--- src/rtl/memio_timer_pkg.sv ---
// Shared definitions for the memory-mapped down-counting timer:
// register offsets, CTRL bit positions, window match and byte-strobe merge.
`define MEMIO_TIMER_IN_WINDOW(addr, base) ((addr[31:5]) == (base[31:5]))

package memio_timer_pkg;

    localparam logic [2:0] REG_CTRL   = 3'd0;
    localparam logic [2:0] REG_STATUS = 3'd1;
    localparam logic [2:0] REG_COUNT  = 3'd2;
    localparam logic [2:0] REG_RELOAD = 3'd3;
    localparam logic [2:0] REG_PRESC  = 3'd4;

    localparam int CTRL_EN   = 0;
    localparam int CTRL_AUTO = 1;
    localparam int CTRL_IEN  = 2;

    function automatic logic [31:0] merge_bytes(input logic [31:0] old_val,
                                                input logic [31:0] wdata,
                                                input logic [3:0]  wstrb);
        logic [31:0] res;
        res = old_val;
        for (int i = 0; i < 4; i++) begin
            if (wstrb[i]) res[i*8 +: 8] = wdata[i*8 +: 8];
        end
        return res;
    endfunction

endpackage

--- src/rtl/memio_timer_if.sv ---
// PicoRV32 native memory bus as seen by one responder.
interface memio_timer_if;
    logic        mem_valid;
    logic [31:0] mem_addr;
    logic [31:0] mem_wdata;
    logic [3:0]  mem_wstrb;
    logic        mem_ready;
    logic [31:0] mem_rdata;

    modport master (
        output mem_valid, mem_addr, mem_wdata, mem_wstrb,
        input  mem_ready, mem_rdata
    );

    modport slave (
        input  mem_valid, mem_addr, mem_wdata, mem_wstrb,
        output mem_ready, mem_rdata
    );
endinterface

--- src/rtl/memio_timer_presc.sv ---
// Prescaler: emits a one-cycle tick every presc+1 enabled clocks.
module memio_timer_presc #(
    parameter int PRESC_W = 16
) (
    input  logic               clk,
    input  logic               resetn,
    input  logic               en,
    input  logic               clear,
    input  logic [PRESC_W-1:0] presc,
    output logic               tick
);

    logic [PRESC_W-1:0] cnt_reg;

    assign tick = en && (cnt_reg == presc);

    always_ff @(posedge clk or negedge resetn) begin
        if (!resetn) begin
            cnt_reg <= '0;
        end else if (clear) begin
            cnt_reg <= '0;
        end else if (en) begin
            if (tick) cnt_reg <= '0;
            else      cnt_reg <= cnt_reg + PRESC_W'(1);
        end
    end

endmodule

--- src/rtl/memio_timer.sv ---
// Memory-mapped down-counting timer on the PicoRV32 native bus;
// periodic or one-shot expiry raises PEND, irq = PEND & IEN.
module memio_timer
    import memio_timer_pkg::*;
#(
    parameter logic [31:0] BASE_ADDR = 32'h0300_0000,
    parameter int          PRESC_W   = 16
) (
    input  logic             clk,
    input  logic             resetn,
    memio_timer_if.slave     bus,
    input  logic             eoi,
    output logic             irq
);

    logic [2:0]         ctrl_reg,   ctrl_next;
    logic               pend_reg,   pend_next;
    logic [31:0]        count_reg,  count_next;
    logic [31:0]        reload_reg, reload_next;
    logic [PRESC_W-1:0] presc_reg,  presc_next;
    logic               ready_reg;
    logic [31:0]        rdata_reg;

    logic        sel, wr, tick, expire, w1c, en_rise;
    logic [2:0]  off;
    logic [31:0] rd_val, ctrl_wr, presc_wr;
    logic        unused_addr_bits;

    assign unused_addr_bits = &{1'b0, bus.mem_addr[1:0]};

    // ready_reg gates sel so a request still held during its ack is not re-served
    assign sel     = bus.mem_valid && `MEMIO_TIMER_IN_WINDOW(bus.mem_addr, BASE_ADDR) && !ready_reg;
    assign wr      = sel && (bus.mem_wstrb != 4'b0000);
    assign off     = bus.mem_addr[4:2];
    assign w1c     = wr && (off == REG_STATUS) && bus.mem_wstrb[0] && bus.mem_wdata[0];
    assign en_rise = wr && (off == REG_CTRL) && bus.mem_wstrb[0]
                     && bus.mem_wdata[CTRL_EN] && !ctrl_reg[CTRL_EN];
    assign expire  = tick && (count_reg == 32'd0);

    memio_timer_presc #(.PRESC_W(PRESC_W)) u_presc (
        .clk    (clk),
        .resetn (resetn),
        .en     (ctrl_reg[CTRL_EN]),
        .clear  (en_rise),
        .presc  (presc_reg),
        .tick   (tick)
    );

    always_comb begin
        ctrl_next   = ctrl_reg;
        pend_next   = pend_reg;
        count_next  = count_reg;
        reload_next = reload_reg;
        presc_next  = presc_reg;
        ctrl_wr     = merge_bytes({29'd0, ctrl_reg}, bus.mem_wdata, bus.mem_wstrb);
        presc_wr    = merge_bytes(32'(presc_reg), bus.mem_wdata, bus.mem_wstrb);

        if (tick) begin
            if (count_reg != 32'd0)      count_next = count_reg - 32'd1;
            else if (ctrl_reg[CTRL_AUTO]) count_next = reload_reg;
            else                          ctrl_next[CTRL_EN] = 1'b0;
        end

        // bus writes are applied after the counter update so they win
        if (wr) begin
            case (off)
                REG_CTRL:   ctrl_next   = ctrl_wr[2:0];
                REG_COUNT:  count_next  = merge_bytes(count_reg, bus.mem_wdata, bus.mem_wstrb);
                REG_RELOAD: reload_next = merge_bytes(reload_reg, bus.mem_wdata, bus.mem_wstrb);
                REG_PRESC:  presc_next  = presc_wr[PRESC_W-1:0];
                default:    ;
            endcase
        end

        if (w1c || eoi) pend_next = 1'b0;
        if (expire)     pend_next = 1'b1;
    end

    always_comb begin
        rd_val = 32'd0;
        case (off)
            REG_CTRL:   rd_val = {29'd0, ctrl_reg};
            REG_STATUS: rd_val = {31'd0, pend_reg};
            REG_COUNT:  rd_val = count_reg;
            REG_RELOAD: rd_val = reload_reg;
            REG_PRESC:  rd_val = 32'(presc_reg);
            default:    rd_val = 32'd0;
        endcase
    end

    always_ff @(posedge clk or negedge resetn) begin
        if (!resetn) begin
            ctrl_reg   <= '0;
            pend_reg   <= 1'b0;
            count_reg  <= '0;
            reload_reg <= '0;
            presc_reg  <= '0;
            ready_reg  <= 1'b0;
            rdata_reg  <= '0;
        end else begin
            ctrl_reg   <= ctrl_next;
            pend_reg   <= pend_next;
            count_reg  <= count_next;
            reload_reg <= reload_next;
            presc_reg  <= presc_next;
            ready_reg  <= sel;
            rdata_reg  <= sel ? rd_val : 32'd0;
        end
    end

    assign bus.mem_ready = ready_reg;
    assign bus.mem_rdata = rdata_reg;
    assign irq           = pend_reg & ctrl_reg[CTRL_IEN];

endmodule

--- src/flat_wrapper.sv ---
// flat-port wrapper written by rule: the top's interface ports become plain ports
module memio_timer_flat import memio_timer_pkg::*;
#(
    parameter logic [31:0] BASE_ADDR = 32'h0300_0000,
    parameter int          PRESC_W   = 16
)
  (clk, resetn, eoi, irq, bus_mem_valid, bus_mem_addr, bus_mem_wdata, bus_mem_wstrb, bus_mem_ready, bus_mem_rdata);
  memio_timer_if bus_i ();
  input  logic clk;
  input  logic resetn;
  input  logic eoi;
  output logic irq;
  input wire logic [$bits(bus_i.mem_valid)-1:0] bus_mem_valid;
  input wire logic [$bits(bus_i.mem_addr)-1:0] bus_mem_addr;
  input wire logic [$bits(bus_i.mem_wdata)-1:0] bus_mem_wdata;
  input wire logic [$bits(bus_i.mem_wstrb)-1:0] bus_mem_wstrb;
  output wire logic [$bits(bus_i.mem_ready)-1:0] bus_mem_ready;
  output wire logic [$bits(bus_i.mem_rdata)-1:0] bus_mem_rdata;
  assign bus_i.mem_valid = bus_mem_valid;
  assign bus_i.mem_addr = bus_mem_addr;
  assign bus_i.mem_wdata = bus_mem_wdata;
  assign bus_i.mem_wstrb = bus_mem_wstrb;
  assign bus_mem_ready = bus_i.mem_ready;
  assign bus_mem_rdata = bus_i.mem_rdata;
  memio_timer #(.BASE_ADDR(BASE_ADDR), .PRESC_W(PRESC_W)) u_core (.clk(clk), .resetn(resetn), .bus(bus_i), .eoi(eoi), .irq(irq));
endmodule
--- config.mk ---
export PLATFORM = sky130hd
export DESIGN_NAME = memio_timer_flat
export DESIGN_NICKNAME = d
export VERILOG_FILES = /design/src/rtl/memio_timer_pkg.sv /design/src/rtl/memio_timer_if.sv /design/src/rtl/memio_timer_presc.sv /design/src/rtl/memio_timer.sv /design/src/flat_wrapper.sv
export SDC_FILE = /design/constraint.sdc
export NUM_CORES = 1
export LEC_CHECK = 0
export ABC_AREA = 1
export CORE_UTILIZATION = 44
export CTS_BUF_LIST = sky130_fd_sc_hd__clkbuf_4 sky130_fd_sc_hd__clkbuf_8
export CTS_CLUSTER_DIAMETER = 200
export DETAILED_ROUTE_END_ITERATION = 12
export PLACE_DENSITY = 0.68
export SETUP_SLACK_MARGIN = 0.02
export SLEW_MARGIN = 5
export SYNTH_ARGS = -nofsm -noshare
export SYNTH_HDL_FRONTEND = slang
export SYNTH_SLANG_ARGS = --single-unit
--- constraint.sdc ---
create_clock -name clk -period 1.8 [get_ports clk]
set_input_delay 0.27 -clock clk [delete_from_list [all_inputs] [get_ports clk]]
set_output_delay 0.27 -clock clk [all_outputs]
set_load 0.05 [all_outputs]
==> results.ini, run 1 <==
[critical_path]
cpMostUsedCell=nand2_1
arrival_ps=2220
cp.buffers_inverters=4
critical_path_class=flip-flop to flip-flop
crit_path_max_incr_delay_ps=400
worst-endpoint-required_ps=2200
reg2reg_slack_ps=-20
crit_slowest_cell=dfrtp_1
path_cells=inv_2, ha_4, inv_4, nor3_4, nand3_2, nor2_4, buf_12, buf_12, nand3_1, nand2_1, nand2_1, nand2_1, nand2_1, nand2_1
cp-start-kind=flip-flop
reg2reg_to=u_core.count_reg[31]$_DFFE_PN0P_
worst-r2r-cell-count=14
r2r-start=u_core.count_reg[0]$_DFFE_PN0P_
critPathCaptureType=flip-flop
worstPathMaxFanout=8
crit_family=simple AND/OR/NAND/NOR gates

[detailed_routing]
drc=0
vias=9671
drt-initial-drc-count=818
avgViaCountPerCell=5.23
routedWlPerCell_um=15.8
drtPass1Iterations=5
detail-route-antenna-nets=0
drt_wl_total_mm=29.3

[layout]
antenna_cells=0
final_net_count=1646
layout-drive-gt1-share_pct=26.3
fin_area_mm2=0.0124
area_delta_synth_final_pct=42.3

[timing]
skew_ps=14.4
finalSetupViolations=11
post-route-min-period_ps=1820
tightest_slew_ps=508
rsz0062_at_grt=yes
fmax_mhz=551
slew_headroom_pct=66.2
holdWs_ps=280
layout_setup_ws_ps=-16.5
final-max-slew-violation-count=0
final-hold-violation-count=0
fin_crit_sh_pct=101

[logic_synthesis]
seq_area_frac_synth_pct=38.3
synth-async-reset-ratio_pct=100
synthesis.area_mm2=0.00869
ys_warn_count=0
synth_nets=1377
synthSimpleGateAreaFrac_pct=38.6
synth_top_family_by_area=simple AND/OR/NAND/NOR gates
muxShareOfSynthArea_pct=0
netlist_instances=1302
synth-seq-cells=133
synth_fa_ha_area_share_pct=0.432
ys_dominant_reg_cell=dfrtp_1
synthXorXnorAreaFrac_pct=1.21
synth_edf_count=0
syn_area_per_cell_um2=6.67
synth_cell_types=44
synth-compound-area-share_pct=12.8

[power]
peakVddDrop_v=0.000397
power_frac_comb_pct=6.8
p_total_uw=6470
p_int_uw=4900
power.density_mw_per_mm2=523
clockPowerShare_pct=47.1
p_switching_uw=1570
seqPwrFrac_pct=46.1
sw_frac_of_total_pct=24.3
p_leak_uw=0.00596

[clock_tree]
clk_pin_slew_ps=80
htreeDepth=4
clock_latency_ps=470
cts_tree=built
clockBufferDepth=2
cts.sinks=133
root_buffer=clkbuf_8
numCtsBuffers=17

[place]
gp_congestion=0.924
place_area_mm2=0.0112
hpwl_mm=21.3
io_buffer_count=103
pre_cts_ws_ps=-396

[global_route]
grt-ovfl-total=0
grt_start_max_net_pins=50
antenna_found_initial=0
grt_pass1_vias=9080
grt.total_usage_pct=29.4
grt_pass1_wl_mm=46.3

[outcome]
status=complete, but fails checks
violations=negative setup slack

[floorplan]
die_h_um=143
rows=51
initial_core_util_pct=44.8
die_w_um=143
die_area_mm2=0.0203
floorplan.core_area_mm2=0.0194
ios=106

[min_path]
hp-class=input port to async pin

[job]
cap_viol_max_count=0

==> kinds of logic after synthesis <==
logic type,Yosys count
and+or+nand+nor,793
AOI/OAI and AO/OA,185
buffers and inverters,176
DFF,133
xor gates and xnor gates,12
adders and majority gates,3
==> synthesized netlist by cell type, types with 2 or more instances <==
library cell  instances  area share (%)
clkinv_1              2           0.086
nand3_1              64             3.7
nor3b_1               3            0.26
inv_2                13            0.56
nand3b_1              3            0.26
nand3_4               2            0.40
clkinv_4              2            0.20
nand3_2               5            0.58
o211ai_1              3            0.26
ha_1                  3            0.43
buf_4                 5            0.43
buf_2                11            0.63
xor2_1               10             1.0
nand2_2               4            0.29
inv_1               121             5.2
a21oi_2               7            0.71
nor2_2               10            0.72
nand2_1             474              20
o21bai_1              2            0.17
a31oi_1              14             1.0
nor3_2                3            0.35
o21ai_1              13            0.75
a221oi_1              3            0.30
o21ai_0              89             5.1
a21oi_1              16            0.92
clkbuf_1             15            0.65
a22oi_1              16             1.4
dfrtp_1             133              38
o21ai_2              20             2.0
xnor2_1               2            0.20
nor3_1               24             1.4
buf_6                 6            0.78
nand4_1              19             1.4
nor2_4                6            0.78
nor2_1              170             7.3
==> layout by cell type, fill, tap and decap left out, types with 15 or more instances in the layout <==
master,instances
nand2_1,441
buf_4,165
nor2_1,139
dfrtp_1,127
inv_1,110
o21ai_0,83
clkdlybuf4s50_1,68
nand3_1,50
nand2_2,32
nor2_2,32
o21ai_2,22
dlygate4sd2_1,21
inv_2,20
nor3_1,20
nand4_1,19
clkbuf_8,18
o21ai_1,17
nand3_2,16
a22oi_1,16
buf_12,16
nor2_4,15
buf_6,15
==> layer usage <==
| layer | GRT usage (%) | share of wire, % | up-vias |
|---|---|---|---|
| met5 | 0 | 0 | - |
| met4 | 8.94 | 1.8 | 0 |
| li1 | - | - | 4699 |
| met2 | 48.2 | 48 | 319 |
| met3 | 4.37 | 5.7 | 42 |
| met1 | 39.9 | 45 | 4611 |
==> power groups by stage <==
stage / registers [uW] / clock network [uW] / logic (uW)
2_1_floorplan: 3050 / 0 / 96.5
3_3_place_gp: 3040 / 0 / 429
3_5_place_dp: 3040 / 0 / 432
4_1_cts: 2980 / 3080 / 437
5_1_grt: 2980 / 3190 / 476
6_report: 2980 / 3050 / 438
==> how the worst max path moves through the flow <==
stage	depth (start not counted)	slack (ps)	to	startpoint
floorplan	12	40	u_core.count_reg[1]$_DFFE_PN0P_	u_core.count_reg[0]$_DFFE_PN0P_
global placement	10	-320	u_core.count_reg[27]$_DFFE_PN0P_	bus_mem_addr[24]
detailed placement	10	-400	u_core.count_reg[27]$_DFFE_PN0P_	bus_mem_valid
CTS	13	20	u_core.count_reg[4]$_DFFE_PN0P_	u_core.presc_reg[1]$_DFFE_PN0P_
global route	12	-130	u_core.count_reg[30]$_DFFE_PN0P_	u_core.presc_reg[1]$_DFFE_PN0P_
finish	14	-20	u_core.count_reg[31]$_DFFE_PN0P_	u_core.count_reg[0]$_DFFE_PN0P_
==> cell type report <==
class                           instances  area (um^2)
Inverter                              139          557
Fill cell                            1771         7030
Sequential cell                       133         3340
Tap cell                              265          332
Clock inverter                         14          223
Clock buffer                           18          248
Timing Repair Buffer                  287         2630
Multi-Input combinational cell        993         5050
==> per-stage QoR <==
stage	std cells	TNS (ps)	utilization, %
floorplan	1302	0	-
global placement	1798	-32090	57.9
detailed placement	1798	-37090	57.9
CTS	1835	0	61.0
global route	1849	-4070	63.8
finish	1849	-83.5	63.8
==> what timing repair did <==
item | CTS | global route
cloned | 1 | 1
hold buffers | 1 | 0
buffers inserted | 3 | 14
endpoints found under the setup margin | 57 | 74
pin swaps | 5 | 51
gates resized for setup | 52 | 131
endpoints found under the hold margin | 31 | 0
Note: power is estimated with default switching activity, not from simulation.
==> run 2: changes to the inputs <==
CORE_ASPECT_RATIO = 1.5   (was not set)
CTS_BUF_LIST = sky130_fd_sc_hd__clkbuf_2 sky130_fd_sc_hd__clkbuf_4 sky130_fd_sc_hd__clkbuf_8   (was sky130_fd_sc_hd__clkbuf_4 sky130_fd_sc_hd__clkbuf_8)
==> results.ini, run 2 (synthesized netlist as in run 1, its figures left out) <==
[outcome]
status=complete, but fails checks
violations=negative setup slack

[power]
p_total_uw=6130  ; -5.2%
p_leak_uw=0.00609  ; +2.1%
power.density_mw_per_mm2=482  ; -7.8%
peakVddDrop_v=0.000399  ; +0.39%

[floorplan]
ios=106  ; unchanged
die_area_mm2=0.0203  ; about the same
die_w_um=117  ; -18%
floorplan.core_area_mm2=0.0192  ; -0.83%
die_h_um=174  ; +22%
initial_core_util_pct=45.2  ; +0.37 points
rows=62  ; +22%

[global_route]
grt_util_met2_pct=56.3  ; +8.1 points
grt_pass1_vias=9635  ; +6.1%
grt_pass1_wl_mm=47.0  ; +1.6%
grt-ovfl-total=0  ; unchanged
antenna_found_initial=0  ; unchanged
busiest_layer=met2
met3_usage_pct=4.71  ; +0.33 points
met1_usage_pct=31.9  ; -8.0 points
grt_start_max_net_pins=54  ; +8.0%
grt.total_usage_pct=30.4  ; +1.0 points

[clock_tree]
numCtsBuffers=17  ; unchanged
clockBufferDepth=2  ; unchanged
clock_latency_ps=460  ; about the same
cts_tree=built
cts.sinks=133  ; unchanged
clk_pin_slew_ps=90  ; about the same
htreeDepth=4  ; unchanged
root_buffer=clkbuf_8

[place]
gp_congestion=0.960  ; +3.9%
place_area_mm2=0.0114  ; +1.3%
hpwl_mm=22.7  ; +6.7%
io_buffer_count=103  ; unchanged

[detailed_routing]
avgViaCountPerCell=5.21  ; -0.31%
routedWlPerCell_um=16.4  ; +3.5%
drtPass1Iterations=5  ; unchanged
detail-route-antenna-nets=0  ; unchanged
drc=0  ; unchanged
drt-initial-drc-count=610  ; -25%
vias=9740  ; +0.71%
drt_wl_total_mm=30.6  ; +4.5%

[critical_path]
worstPathMaxFanout=8  ; unchanged
critPathCaptureType=flip-flop
arrival_ps=2200  ; -20 ps
reg2reg_slack_ps=-60  ; -40 ps
reg2reg_to=u_core.u_presc.cnt_reg[10]$_DFFE_PN0P_
cp-start-kind=flip-flop
worst-r2r-cell-count=11  ; -3
critical_path_class=flip-flop to flip-flop
crit_slowest_cell=dfrtp_1
crit_path_max_incr_delay_ps=430  ; +30 ps
worst-endpoint-required_ps=2140  ; -60 ps
r2r-start=u_core.u_presc.cnt_reg[6]$_DFFE_PN0P_
path_cells=buf_4, nand2_1, nand4_1, nor2_1, nand3_2, nor2_4, buf_6, nor2_4, buf_12, o211ai_1, nand2_1

[layout]
fin_area_mm2=0.0127  ; +2.8%
area_delta_synth_final_pct=46.4
utilization_pct=66.1  ; +2.4 points
final_net_count=1674  ; +1.7%
layout-drive-gt1-share_pct=29.4  ; +3.1 points
final_cell_mix=nand2_1 (437), buf_4 (193), nor2_1 (132)
n_fill_cell=1785  ; +0.79%
antenna_cells=0  ; unchanged
final_common_cell=nand2_1

[timing]
final-max-slew-violation-count=0  ; unchanged
skew_ps=15.9  ; +1.58 ps
finalSetupViolations=15  ; +4
holdWs_ps=335  ; +55.4 ps
fin_crit_sh_pct=103  ; +2.2 points
layout_setup_ws_ps=-56.7  ; -40.2 ps
slew_headroom_pct=64.1  ; -2.2 points
tightest_slew_ps=541  ; +32.9 ps
rsz0062_at_grt=yes
fmax_mhz=539  ; -2.2%
finalSetupTns_ps=-271  ; -188 ps
final-hold-violation-count=0  ; unchanged
post-route-min-period_ps=1860  ; +40.2 ps

[job]
cap_viol_max_count=0  ; unchanged

[min_path]
hp-class=input port to async pin

[run 2: cell count changes in the layout (fill, tap and decap cells not counted), moves of 4 or more]
| cell | change |
|---|---|
| nor2_4 | +7 |
| o21ai_2 | +8 |
| nand2_1 | -4 |
| dfrtp_1 | -4 |
| o21ai_0 | -6 |
| nand3_2 | +6 |
| nand3_1 | -7 |
| nor2_1 | -7 |
| buf_4 | +28 |
| dfrtp_2 | +4 |
[run 2: what timing repair did]
item / in CTS / in global routing
endpoints found under the hold margin: 49 / 0
resized for setup: 82 / 137
gates cloned: 1 / 4
pin swaps: 17 / 44
endpoints found under the setup margin: 68 / 76
setup buffers: 9 / 13
hold buffers: 1 / 0
[run 2: power breakdown]
group	switching, uW	internal, uW	leakage [uW]	total (uW)
clock	1270	1440	0.000206	2710
sequential	0.000208	2980	0.00167	2980
combinational	229	214	0.00421	443
total	1500	4640	0.00609	6130
[run 2: through the flow]
step                      std cells  worst slack, ps
final                          1868            -56.7
after global routing           1868             -154
after CTS                      1851             18.2
after detailed placement       1808             -603
after global placement         1808             -560
after floorplan                1302             37.6
[run 2: how the worst max path moves through the flow]
stage / start / end / slack, ps / cells past startpoint
floorplan: u_core.count_reg[0]$_DFFE_PN0P_ / u_core.count_reg[1]$_DFFE_PN0P_ / 40 / 12
global placement: bus_mem_valid / u_core.u_presc.cnt_reg[1]$_DFFE_PN0P_ / -560 / 11
detailed placement: bus_mem_addr[23] / u_core.u_presc.cnt_reg[0]$_DFFE_PN0P_ / -600 / 10
CTS: u_core.u_presc.cnt_reg[6]$_DFFE_PN0P_ / u_core.ctrl_reg[0]$_DFFE_PN0P_ / 20 / 11
global route: u_core.count_reg[7]$_DFFE_PN0P_ / u_core.count_reg[13]$_DFFE_PN0P_ / -150 / 13
finish: u_core.u_presc.cnt_reg[6]$_DFFE_PN0P_ / u_core.u_presc.cnt_reg[10]$_DFFE_PN0P_ / -60 / 11
[run 2: final cells by class]
| type | instances | area [um^2] | area share, % |
|---|---|---|---|
| Multi-Input combinational cell | 994 | 5220 | 41.0 |
| Sequential cell | 133 | 3340 | 26.3 |
| Timing Repair Buffer | 314 | 2880 | 22.6 |
| Inverter | 139 | 549 | 4.32 |
| Tap cell | 256 | 320 | 2.52 |
| Clock buffer | 20 | 263 | 2.07 |
| Clock inverter | 12 | 154 | 1.21 |
[run 2: layer usage]
layer,vias up,share of wire (%)
li1,4761,-
met1,4554,36
met2,327,54
met3,98,4.8
met4,0,4.9
met5,-,0
[run 2: worst max-delay path, delay by kind of cell (launching register included)]
kind | cells | cell delay, ps
buffers and inverters | 3 | 430
AND/OR/NAND/NOR | 7 | 760
flip-flops | 1 | 430
AO/OA/AOI/OAI | 1 | 110
==> run 3: changes to the inputs <==
CORE_UTILIZATION = 40   (was 44)
PLACE_DENSITY = not set   (was 0.68)
==> results.ini, run 3 (synthesized netlist as in run 1, its figures left out) <==
[place]
io_buffer_count=103  ; unchanged
placed_cells=1822  ; +0.77%
gp_congestion=0.961  ; about the same
pre_cts_ws_ps=-525  ; +77.6 ps
hpwl_mm=22.8  ; +0.54%

[layout]
area_delta_synth_final_pct=44.7
antenna_cells=0  ; unchanged
seq_area_mm2=0.00334  ; -0.15%
final_cell_mix=nand2_1 (434), buf_4 (196), nor2_1 (143)
finalNonFillerCells=1885  ; +0.91%
final_common_cell=nand2_1
final_net_count=1679  ; +0.30%
multi_input_area_mm2=0.00507  ; -2.9%
layout-drive-gt1-share_pct=28.4  ; -0.96 points
n_fill_cell=2005  ; +12%

[floorplan]
die_area_mm2=0.0223  ; +9.9%
ios=106  ; unchanged
floorplan.core_area_mm2=0.0211  ; +9.9%
die_w_um=122  ; +4.8%
initial_core_util_pct=41.1  ; -4.1 points
rows=65  ; +4.8%
die_h_um=183  ; +4.8%

[timing]
finalSetupTns_ps=-1350  ; -1080 ps
slew_headroom_pct=67.0  ; +2.9 points
tightest_slew_ps=498  ; -43.7 ps
post-route-min-period_ps=1870  ; +16.3 ps
layout_setup_ws_ps=-73.0  ; -16.3 ps
finalSetupViolations=31  ; +16
final-max-slew-violation-count=0  ; unchanged
fmax_mhz=534  ; -0.87%
rsz0062_at_grt=yes
skew_ps=20.5  ; +4.53 ps
fin_crit_sh_pct=104  ; +0.91 points
final-hold-violation-count=0  ; unchanged

[global_route]
grt_start_max_net_pins=43  ; -20%
grt_pass1_vias=9563  ; -0.75%
grt.total_usage_pct=28.3  ; -2.0 points
grt-ovfl-total=0  ; unchanged
grt_pass1_wl_mm=47.9  ; +2.0%
antenna_found_initial=0  ; unchanged

[critical_path]
crit_end=u_core.count_reg[23]$_DFFE_PN0P_
reg2reg_slack_ps=-70  ; -20 ps
crit_path_start=u_core.presc_reg[7]$_DFFE_PN0P_
worst-endpoint-required_ps=2170  ; +30 ps
critPathCaptureType=flip-flop
arrival_ps=2240  ; +40 ps
reg2reg_to=u_core.count_reg[23]$_DFFE_PN0P_
r2r-start=u_core.presc_reg[7]$_DFFE_PN0P_
worstPathMaxFanout=6  ; -2
critical_path_class=flip-flop to flip-flop
worst-r2r-cell-count=12  ; +1
cp-start-kind=flip-flop

[outcome]
violations=negative setup slack
status=complete, but fails checks

[job]
cap_viol_max_count=0  ; unchanged

[detailed_routing]
drt_wl_total_mm=30.2  ; -1.4%
drtPass1Iterations=5  ; unchanged
vias=9590  ; -1.5%
detail-route-antenna-nets=0  ; unchanged
routedWlPerCell_um=16.0  ; -2.3%
drt-initial-drc-count=542  ; -11%
avgViaCountPerCell=5.09  ; -2.4%
drc=0  ; unchanged

[clock_tree]
clock_latency_ps=480  ; +20 ps
clockBufferDepth=2  ; unchanged
cts.sinks=133  ; unchanged
numCtsBuffers=17  ; unchanged
root_buffer=clkbuf_8
clk_pin_slew_ps=100  ; about the same
cts_tree=built
htreeDepth=4  ; unchanged

[power]
peakVddDrop_v=0.000412  ; +3.3%
power.density_mw_per_mm2=487  ; +0.92%
p_leak_uw=0.00604  ; -0.72%

[min_path]
hp-class=input port to async pin

## run 3: cell count changes in the layout (fill, tap and decap cells not counted), moves of 6 or more
| cell | previous run | this run |
|---|---|---|
| buf_12 | 18 | 12 |
| nand3_1 | 43 | 55 |
| a21oi_1 | 16 | 10 |
| nor2_2 | 32 | 25 |
| nor2_1 | 132 | 143 |
| buf_6 | 12 | 25 |
| nand3_2 | 22 | 13 |
| nand2_2 | 34 | 40 |
## run 3: what timing repair did
action,in CTS,in global routing
endpoints found under the hold margin,32,0
resized for setup,127,72
endpoints found under the setup margin,65,67
hold buffers,1,0
gates cloned,6,0
buffers inserted,21,5
pin swaps,44,30
## run 3: report_power, final
| part | internal [uW] | switching (uW) | total [uW] |
|---|---|---|---|
| Combinational | 211 | 227 | 439 |
| Clock | 1310 | 1390 | 2700 |
| Sequential | 2980 | 0.000202 | 2980 |
| Total | 4500 | 1620 | 6120 |
## run 3: final cells by class
cell class,instances,area share [%]
Clock buffer,18,1.97
Clock inverter,14,1.32
Inverter,139,4.34
Multi-Input combinational cell,993,40.3
Sequential cell,133,26.5
Tap cell,268,2.67
Timing Repair Buffer,317,22.6
Timing Repair inverter,3,0.269
## run 3: layer usage
| layer | track usage, % | vias to the layer above | wire [um] |
|---|---|---|---|
| met4 | 18.0 | 0 | 1810 |
| met3 | 3.88 | 101 | 1250 |
| met1 | 29.7 | 4419 | 11200 |
| li1 | - | 4775 | - |
| met2 | 51.9 | 295 | 16000 |
| met5 | 0 | - | 0 |
## run 3: worst max-delay path: stages (launching register included)
cell and delay (ps):
dfrtp_1 410, inv_1 70, nand2_2 70, o21ai_2 70, nor2_1 140, nand3_1 100, nor2_2 160, nand3_4 210
buf_12 220, a21oi_2 120, nand2_1 70, nand2_1 60, nand2_1 40
## run 3: stage by stage
step           power [uW]  util [%]  area [um^2]  hold slack, ps
6_report             6120      59.5        12600             265
5_1_grt              6330      59.5        12600             274
4_1_cts              6180      58.4        12300             268
3_5_place_dp         3480      53.7        11300             206
3_3_place_gp         3480      53.7        11300             203
2_1_floorplan        3140         -         8690           -25.6
## run 3: worst min-delay path by stage
stage / cells after the start / to
2_1_floorplan: 0 / u_core.bus.mem_rdata[0]$_DFF_PN0_
3_3_place_gp: 1 / u_core.presc_reg[10]$_DFFE_PN0P_
3_5_place_dp: 1 / u_core.presc_reg[10]$_DFFE_PN0P_
4_1_cts: 2 / u_core.presc_reg[10]$_DFFE_PN0P_
5_1_grt: 2 / u_core.presc_reg[10]$_DFFE_PN0P_
6_report: 2 / u_core.presc_reg[10]$_DFFE_PN0P_
